<file path="src/rtl/cpu_pkg.sv">
// Shared RV32 core definitions: fetch FSM states and program counter constants.
package cpu_pkg;

    typedef enum logic [2:0] {
        IDLE,
        FETCH,
        WAIT,
        EXEC,
        HALTED,
        FAULT
    } fetch_state_t;

    localparam int          PC_STEP          = 4;
    localparam logic [31:0] DEFAULT_RESET_PC = 32'h0;

endpackage

</file>
<file path="src/rtl/fetch_timeout_ctr.sv">
// Counts cycles spent waiting on instruction memory and flags when the
// response window has run out.
module fetch_timeout_ctr #(
    parameter int TIMEOUT = 15
) (
    input  logic clk,
    input  logic rst_n,
    input  logic clear,
    input  logic enable,
    output logic expired
);

    localparam int CW = $clog2(TIMEOUT + 1);

    logic [CW-1:0] count;

    always_ff @(posedge clk or negedge rst_n) begin
        if (!rst_n) begin
            count <= '0;
        end else if (clear) begin
            count <= '0;
        end else if (enable) begin
            count <= count + 1'b1;
        end
    end

    // Fires on the last permitted waiting cycle; the counter reaches TIMEOUT on that edge.
    assign expired = enable && (count == CW'(TIMEOUT - 1));

endmodule

</file>
<file path="src/rtl/fetch_sequencer.sv">
// Multi-cycle instruction fetch and PC sequencer: owns the PC, drives the
// instruction-memory request and holds the fetched word for decode.
module fetch_sequencer
    import cpu_pkg::*;
#(
    parameter int                    DATA_WIDTH = 32,
    parameter logic [DATA_WIDTH-1:0] RESET_PC   = DATA_WIDTH'(DEFAULT_RESET_PC),
    parameter int                    TIMEOUT    = 15
) (
    input  logic                  clk,
    input  logic                  rst_n,
    output logic                  imem_req,
    output logic [DATA_WIDTH-1:0] imem_addr,
    input  logic                  imem_ack,
    input  logic [DATA_WIDTH-1:0] imem_rdata,
    output logic [DATA_WIDTH-1:0] instr,
    output logic                  instr_valid,
    output logic [DATA_WIDTH-1:0] pc,
    input  logic                  PCsrc,
    input  logic [DATA_WIDTH-1:0] ImmOp,
    input  logic                  stall,
    input  logic                  halt,
    output logic                  fault
);

    fetch_state_t          state;
    logic [DATA_WIDTH-1:0] target;
    logic                  ctr_clear;
    logic                  ctr_enable;
    logic                  timeout_expired;

    assign ctr_clear  = (state == FETCH);
    assign ctr_enable = (state == WAIT);

    fetch_timeout_ctr #(
        .TIMEOUT(TIMEOUT)
    ) u_timeout (
        .clk    (clk),
        .rst_n  (rst_n),
        .clear  (ctr_clear),
        .enable (ctr_enable),
        .expired(timeout_expired)
    );

    // Modulo-2^DATA_WIDTH add; wrap-around is intentional.
    assign target    = PCsrc ? (pc + ImmOp) : (pc + DATA_WIDTH'(PC_STEP));
    assign imem_addr = pc;

    always_ff @(posedge clk or negedge rst_n) begin
        if (!rst_n) begin
            state       <= IDLE;
            pc          <= RESET_PC;
            instr       <= '0;
            imem_req    <= 1'b0;
            instr_valid <= 1'b0;
            fault       <= 1'b0;
        end else begin
            case (state)
                IDLE: begin
                    state <= FETCH;
                end
                FETCH: begin
                    imem_req <= 1'b1;
                    state    <= WAIT;
                end
                // An ack arriving on the expiry cycle still completes the fetch.
                WAIT: begin
                    if (imem_ack) begin
                        instr       <= imem_rdata;
                        imem_req    <= 1'b0;
                        instr_valid <= 1'b1;
                        state       <= EXEC;
                    end else if (timeout_expired) begin
                        imem_req <= 1'b0;
                        fault    <= 1'b1;
                        state    <= FAULT;
                    end
                end
                EXEC: begin
                    if (!stall) begin
                        instr_valid <= 1'b0;
                        if (target[1:0] != 2'b00) begin
                            fault <= 1'b1;
                            state <= FAULT;
                        end else begin
                            pc    <= target;
                            state <= halt ? HALTED : FETCH;
                        end
                    end
                end
                HALTED: begin
                    state <= HALTED;
                end
                FAULT: begin
                    state <= FAULT;
                end
                default: begin
                    imem_req    <= 1'b0;
                    instr_valid <= 1'b0;
                    fault       <= 1'b1;
                    state       <= FAULT;
                end
            endcase
        end
    end

endmodule

</file>
<file path="config.mk">
export PLATFORM = sky130hd
export DESIGN_NAME = fetch_sequencer
export DESIGN_NICKNAME = d
export VERILOG_FILES = /design/src/rtl/cpu_pkg.sv /design/src/rtl/fetch_timeout_ctr.sv /design/src/rtl/fetch_sequencer.sv
export SDC_FILE = /design/constraint.sdc
export NUM_CORES = 1
export LEC_CHECK = 0
export ABC_AREA = 1
export CAP_MARGIN = 0
export CELL_PAD_IN_SITES_DETAIL_PLACEMENT = 2
export CELL_PAD_IN_SITES_GLOBAL_PLACEMENT = 2
export CORE_AREA = 2 2 160 162
export CTS_BUF_LIST = sky130_fd_sc_hd__clkbuf_8
export CTS_CLUSTER_DIAMETER = 30
export DETAILED_ROUTE_END_ITERATION = 8
export DIE_AREA = 0 0 162 164
export PLACE_DENSITY_LB_ADDON = 0.1
export SYNTH_ARGS = -nofsm -noshare
export SYNTH_HDL_FRONTEND = slang
export SYNTH_SLANG_ARGS = --single-unit
</file>
<file path="constraint.sdc">
create_clock -name clk -period 2.7 [get_ports clk]
set_input_delay 0.675 -clock clk [delete_from_list [all_inputs] [get_ports clk]]
set_output_delay 0.675 -clock clk [all_outputs]
set_load 0.01 [all_outputs]
</file>
==> run metrics, run 1 <==
std cell rows 58; Max-Cap Viols 0; Worst EP arrival 2.80 ns; relative slew slack 0.700; first-pass GRT wire length 44,900 µm; layout cell share with drive strength beyond 1 0.132; Setup crit end kind register; FF+latch count, synth 74; most frequent cell after synthesis nand2_1; Post-CTS Setup Bufs 0; Seq/Total Area, Yosys 0.281; Non-Filler Instances 1,592; CTS tree yes; mean post-synth cell area 6.44 µm²; post-synth top area share 0.281; Post-Synth Simple-Gate Area 0.323; post-DP HPWL 24,400 µm; mux share of post-synthesis cell area 0.0547; gr ovfl total 0; Die ar. 26,600 µm²; RSZ-0062 raised after global routing no; Slew @ Worst Pin 0.449 ns; Final ANT Viol Nets 0; VDD IR-drop max 0.243 mV; final hold vios 0; n_diodes 0; I/O Pins 169; Startpoint Class input pin; drt pass-1 iters 4; Syn Nets 1,128; fmax 402 MHz; post-synthesis cell type count 39; Post-Synthesis Cells 1,023; vias post-DR 7,347; Max clock buf depth 2; Post-Synth Adder-Cell Area 0.0676; post-synthesis compound-gate area fraction 0.105; max-slew violation count 0; post-synthesis async set-or-reset flop share 1.00; Cell Pwr Density 278 nW/µm²; nets@finish 1,362; Core Area 24,800 µm²; Gates resized, CTS repair 0; crit path kind input pin to register; Clock transition at path regs 0.10 ns; Root Driver clkbuf_8; class of the worst hold path input pin to asynchronous set/reset pin; via/cell ratio 4.61; TritonCTS buffer count 9; Die Span X 162 µm; all-layer global routing usage 0.221; post-synthesis xor/xnor area fraction 0.0186; Synth area leader dfrtp_1; most common library cells after synthesis 343 x nand2_1, 177 x inv_1, 77 x nor2_1; Final Cycle Share 0.921; setup tns final 0 ns; Synth-to-Final Area Change 42.6%; WP data required 3.01 ns; routed wire length per instance 18.1 µm; final wirelength 28,800 µm; main combinational cell family by area after synthesis simple AND/OR/NAND/NOR gates; Final GP Congestion 0.804; # port buffers 168; largest cells by area after synthesis dfrtp_1 28%, nand2_1 20%, inv_1 10%, ha_1 6.5%, mux2_2 5.5%; largest net degree at the start of global routing 41; final setup vio count 0; Post-synth EDFFs 0; latest clock arrival within the worst-skew pair 0.38 ns; die height 164 µm; leakage 5.02 nW; clock sink count 74; DRT iter0 DRCs 278; Final Critical Period 2.49 ns; starting density of the core 0.265; Most used DFF post-synth dfrtp_1; CTS Hold Buffers Added 0; number of antenna violations at the first check in global routing 0; Placed Cells incl. Taps 1,576; total power draw 2.61 mW; worst-case clock skew 0.0145 ns; Post-Syn Area 6590 µm²; CP Max Fanout 4; status complete, no violations; H-tree depth 3; vias in the first global route 8,035; detailed-route DRC error count 0; Yosys Warn Count 0
==> metrics by stage <==
stage | area [µm²] | hold WS (ns) | worst slack, ns | utilization
2_1_floorplan | 6590 | 0.379 | 0.538 | -
3_3_place_gp | 9190 | 0.466 | -0.201 | 0.370
3_5_place_dp | 9190 | 0.470 | -0.214 | 0.370
4_1_cts | 9390 | 0.223 | 0.178 | 0.378
5_1_grt | 9390 | 0.237 | 0.00451 | 0.378
6_report | 9390 | 0.235 | 0.213 | 0.378
==> per-layer routing <==
layer	vias up	wire length [µm]	track usage
li1	3629	-	-
met1	3610	13000	0.281
met2	103	15000	0.411
met3	5	682	0.0270
met4	0	106	0.0241
met5	-	0	0
==> where the power goes <==
part | internal (mW) | switching, mW
clock | 0.433 | 0.503
combinational | 0.259 | 0.304
sequential | 1.11 | 0
==> registers in the layout, summed over array words and instances (netlist names) <==
signal,count
imem_req,1
instr_valid,1
state,3
fault,1
imem_addr,32
u_timeout.count,4
instr,32
==> critical path, cell delays in order <==
cell and delay [ns]:
clkdlybuf4s50_1 0.40, ha_1 0.35, nand2_1 0.14, nor2_1 0.20, buf_4 0.14, nand3_1 0.07, nand3_1 0.24, nand2_1 0.12
nand3_1 0.11, nand3_1 0.15, a21boi_1 0.18
==> cell usage in the layout (no fill, tap or decap), types with 2 or more instances in the layout <==
master / count
a21boi_1: 11
a21oi_1: 60
a22oi_1: 3
a2bb2oi_1: 2
a41oi_1: 2
buf_12: 5
buf_4: 98
clkbuf_8: 9
clkdlybuf4s50_1: 167
clkinv_4: 2
clkinvlp_4: 3
dfrtp_1: 74
ha_1: 34
inv_1: 177
inv_2: 2
mux2_2: 32
nand2_1: 343
nand2_2: 2
nand3_1: 64
nand3_2: 2
nand3b_1: 4
nand4_1: 3
nor2_1: 77
nor2_2: 5
nor3_1: 17
nor3_2: 3
o21ai_0: 31
o21bai_1: 3
o22ai_1: 2
xnor2_1: 3
xor2_1: 11
==> path summary, 6_finish.rpt <==
check | from | end | slack (ns) | cells after the start
worst max-delay path | ImmOp[6] | imem_addr[27]$_DFFE_PN0P_ | 0.21 | 11
worst min-delay path | rst_n | fault$_DFFE_PN0P_ | 0.23 | 1
min in group clk | fault$_DFFE_PN0P_ | fault$_DFFE_PN0P_ | 0.49 | 1
worst max register to register | imem_addr[9]$_DFFE_PN0P_ | imem_addr[13]$_DFFE_PN0P_ | 0.46 | 11
max in group asynchronous | rst_n | imem_addr[5]$_DFFE_PN0P_ | 1.89 | 2
worst min register to register | fault$_DFFE_PN0P_ | fault$_DFFE_PN0P_ | 0.49 | 1
==> logic make-up after synthesis <==
family,Yosys count
AND/OR/NAND/NOR,520
buffers and inverters,226
AO/OA/AOI/OAI,122
flip-flops,74
adder cells (fa/ha/maj),35
multiplexers,32
XOR/XNOR,14
==> area by class of cell <==
| type | instances | area (µm²) |
|---|---|---|
| Fill cell | 3076 | 15400 |
| Tap cell | 330 | 413 |
| Multi-Input combinational cell | 723 | 3750 |
| Clock inverter | 7 | 78.8 |
| Clock buffer | 9 | 124 |
| Inverter | 179 | 672 |
| Timing Repair Buffer | 270 | 2510 |
| Sequential cell | 74 | 1850 |
Note: power is estimated with default switching activity, not from simulation.
==> inputs of run 2 (changes only) <==
==> constraint.sdc (replaced) <==
create_clock -name clk -period 2.7 [get_ports clk]
set_input_delay 0.675 -clock clk [delete_from_list [all_inputs] [get_ports clk]]
set_output_delay 0.675 -clock clk [all_outputs]
set_load 0.02 [all_outputs]
==> run metrics, run 2 (synthesis gave the netlist of run 1 again) <==
R2R Path End imem_addr[13]$_DFFE_PN0P_ (unchanged); DRT iter0 DRCs 241 (was 278); R2R setup slack 0.30 ns (was 0.46 ns); layout cell share with drive strength beyond 1 0.130 (was 0.132); I/O Pins 169 (unchanged); Max clock buf depth 2 (unchanged); PnR worst setup slack 0.164 ns (was 0.213 ns); std cell rows 58 (unchanged); class of the worst hold path input pin to asynchronous set/reset pin (unchanged); final hold vios 0 (unchanged); drt pass-1 iters 4 (unchanged); nets@finish 1,361 (was 1,362); Core Area 24,800 µm² (unchanged); final setup vio count 0 (unchanged); first-pass GRT wire length 44,900 µm (about the same); Max Used Layer met4 (unchanged); Die Span X 162 µm (unchanged); max-slew violation count 0 (unchanged); Cell Pwr Density 277 nW/µm² (was 278 nW/µm²); all-layer global routing usage 0.220 (was 0.221); Final Cycle Share 0.939 (was 0.921); crit path kind input pin to register (unchanged); CP Max Fanout 5 (was 4); Setup crit end kind register (unchanged); FF-to-FF Start imem_addr[8]$_DFFE_PN0P_ (was imem_addr[9]$_DFFE_PN0P_); relative slew slack 0.683 (was 0.700); commonest non-fill, non-tap cell in the layout nand2_1 (unchanged); clock sink count 74 (unchanged); vias in the first global route 8,038 (was 8,035); WP data required 2.99 ns (was 3.01 ns); commonest cells after routing, fill and taps aside 343 x nand2_1, 179 x inv_1, 167 x clkdlybuf4s50_1, 96 x buf_4, 77 x nor2_1 (was 343 x nand2_1, 177 x inv_1, 167 x clkdlybuf4s50_1, 98 x buf_4, 77 x nor2_1); Synth-to-Final Area Change 42.7% (was 42.6%); number of antenna violations at the first check in global routing 0 (unchanged); Die ar. 26,600 µm² (unchanged); detailed-route DRC error count 0 (unchanged); Clock transition at path regs 0.08 ns (was 0.10 ns); worst r2r path cells 11 (unchanged); Worst EP arrival 2.83 ns (was 2.80 ns); Setup Slack @ Placement -0.220 ns (was -0.214 ns); largest net degree at the start of global routing 45 (was 41); final wirelength 28,800 µm (about the same); met2 wire length 14,800 µm (was 15,000 µm); post-route cell area 9400 µm² (was 9390 µm²); leakage 5.03 nW (was 5.02 nW); Root Driver clkbuf_8 (unchanged); routed wire length per instance 18.1 µm (about the same); met3 wire length 805 µm (was 682 µm); gr ovfl total 0 (unchanged); Final Critical Period 2.54 ns (was 2.49 ns); fillcell total 3,054 (was 3,076); fmax 394 MHz (was 402 MHz); Post-CTS Setup Bufs 0 (unchanged); Max-Cap Viols 0 (unchanged); VDD IR-drop max 0.178 mV (was 0.243 mV); post-DP HPWL 24,300 µm (was 24,400 µm); Startpoint Class input pin (unchanged); CTS tree yes (unchanged); latest clock arrival within the worst-skew pair 0.38 ns (about the same); die height 164 µm (unchanged); total power draw 2.60 mW (was 2.61 mW); status complete, no violations (unchanged); Placement Cell Area 9200 µm² (was 9190 µm²); RSZ-0062 raised after global routing no (unchanged); Slew @ Worst Pin 0.471 ns (was 0.449 ns); worst-case clock skew 0.0121 ns (was 0.0145 ns); Final GP Congestion 0.821 (was 0.804); H-tree depth 3 (unchanged); TritonCTS buffer count 9 (unchanged); # port buffers 168 (unchanged); starting density of the core 0.265 (unchanged); vias post-DR 7,340 (was 7,347); Metal-1 WL 12,900 µm (was 13,000 µm); via/cell ratio 4.61 (about the same); n_diodes 0 (unchanged); Final ANT Viol Nets 0 (unchanged)
## run 2: final cells by class
type / instances / area, µm² / area share
timing repair buffer: 269 / 2510 / 0.267
clock buffer: 10 / 138 / 0.0146
sequential: 74 / 1850 / 0.197
clock inverter: 6 / 58.8 / 0.00626
multi-input combinational: 723 / 3750 / 0.399
inverter: 179 / 672 / 0.0715
tap: 330 / 413 / 0.0439
## run 2: repair_timing
item | CTS | global route
hold endpoints to repair | 0 | 0
hold buffers | 0 | 0
setup endpoints to repair | 0 | 2
resized for setup | 0 | 1
## run 2: worst max-delay path, stage by stage
cell	delay (ns)
clkdlybuf4s50_1	0.41
ha_1	0.33
nand2_1	0.20
inv_1	0.06
nand2_1	0.06
nand2_1	0.07
a21oi_1	0.20
nand2_1	0.24
a21oi_1	0.18
o21ai_0	0.11
buf_4	0.15
a22oi_1	0.13
## run 2: power breakdown
group          switching (mW)  internal, mW  total [mW]
clock network           0.477         0.446       0.924
registers                   0          1.11        1.11
logic                   0.307         0.262       0.569
total                   0.785          1.82        2.60
## run 2: per-stage QoR
step	utilization	hold WS, ns	TNS [ns]	instances
floorplan	-	0.379	0	1023
global placement	0.370	0.469	-2.09	1575
detailed placement	0.370	0.470	-3.13	1575
CTS	0.378	0.245	0	1591
global route	0.379	0.241	0	1591
finish	0.379	0.238	0	1591
## run 2: worst max path at each step
stage	start	end	slack, ns
finish	ImmOp[8]	imem_addr[13]$_DFFE_PN0P_	0.16
global route	ImmOp[0]	imem_addr[28]$_DFFE_PN0P_	0.002
CTS	ImmOp[8]	imem_addr[13]$_DFFE_PN0P_	0.20
detailed placement	ImmOp[8]	imem_addr[13]$_DFFE_PN0P_	-0.22
global placement	ImmOp[6]	imem_addr[23]$_DFFE_PN0P_	-0.14
floorplan	ImmOp[0]	imem_addr[5]$_DFFE_PN0P_	0.54
## run 2: metal layers
| layer | vias to the layer above | track usage |
|---|---|---|
| met4 | 0 | 0.0294 |
| met5 | - | 0 |
| met2 | 112 | 0.408 |
| li1 | 3642 | - |
| met3 | 15 | 0.0275 |
| met1 | 3571 | 0.280 |
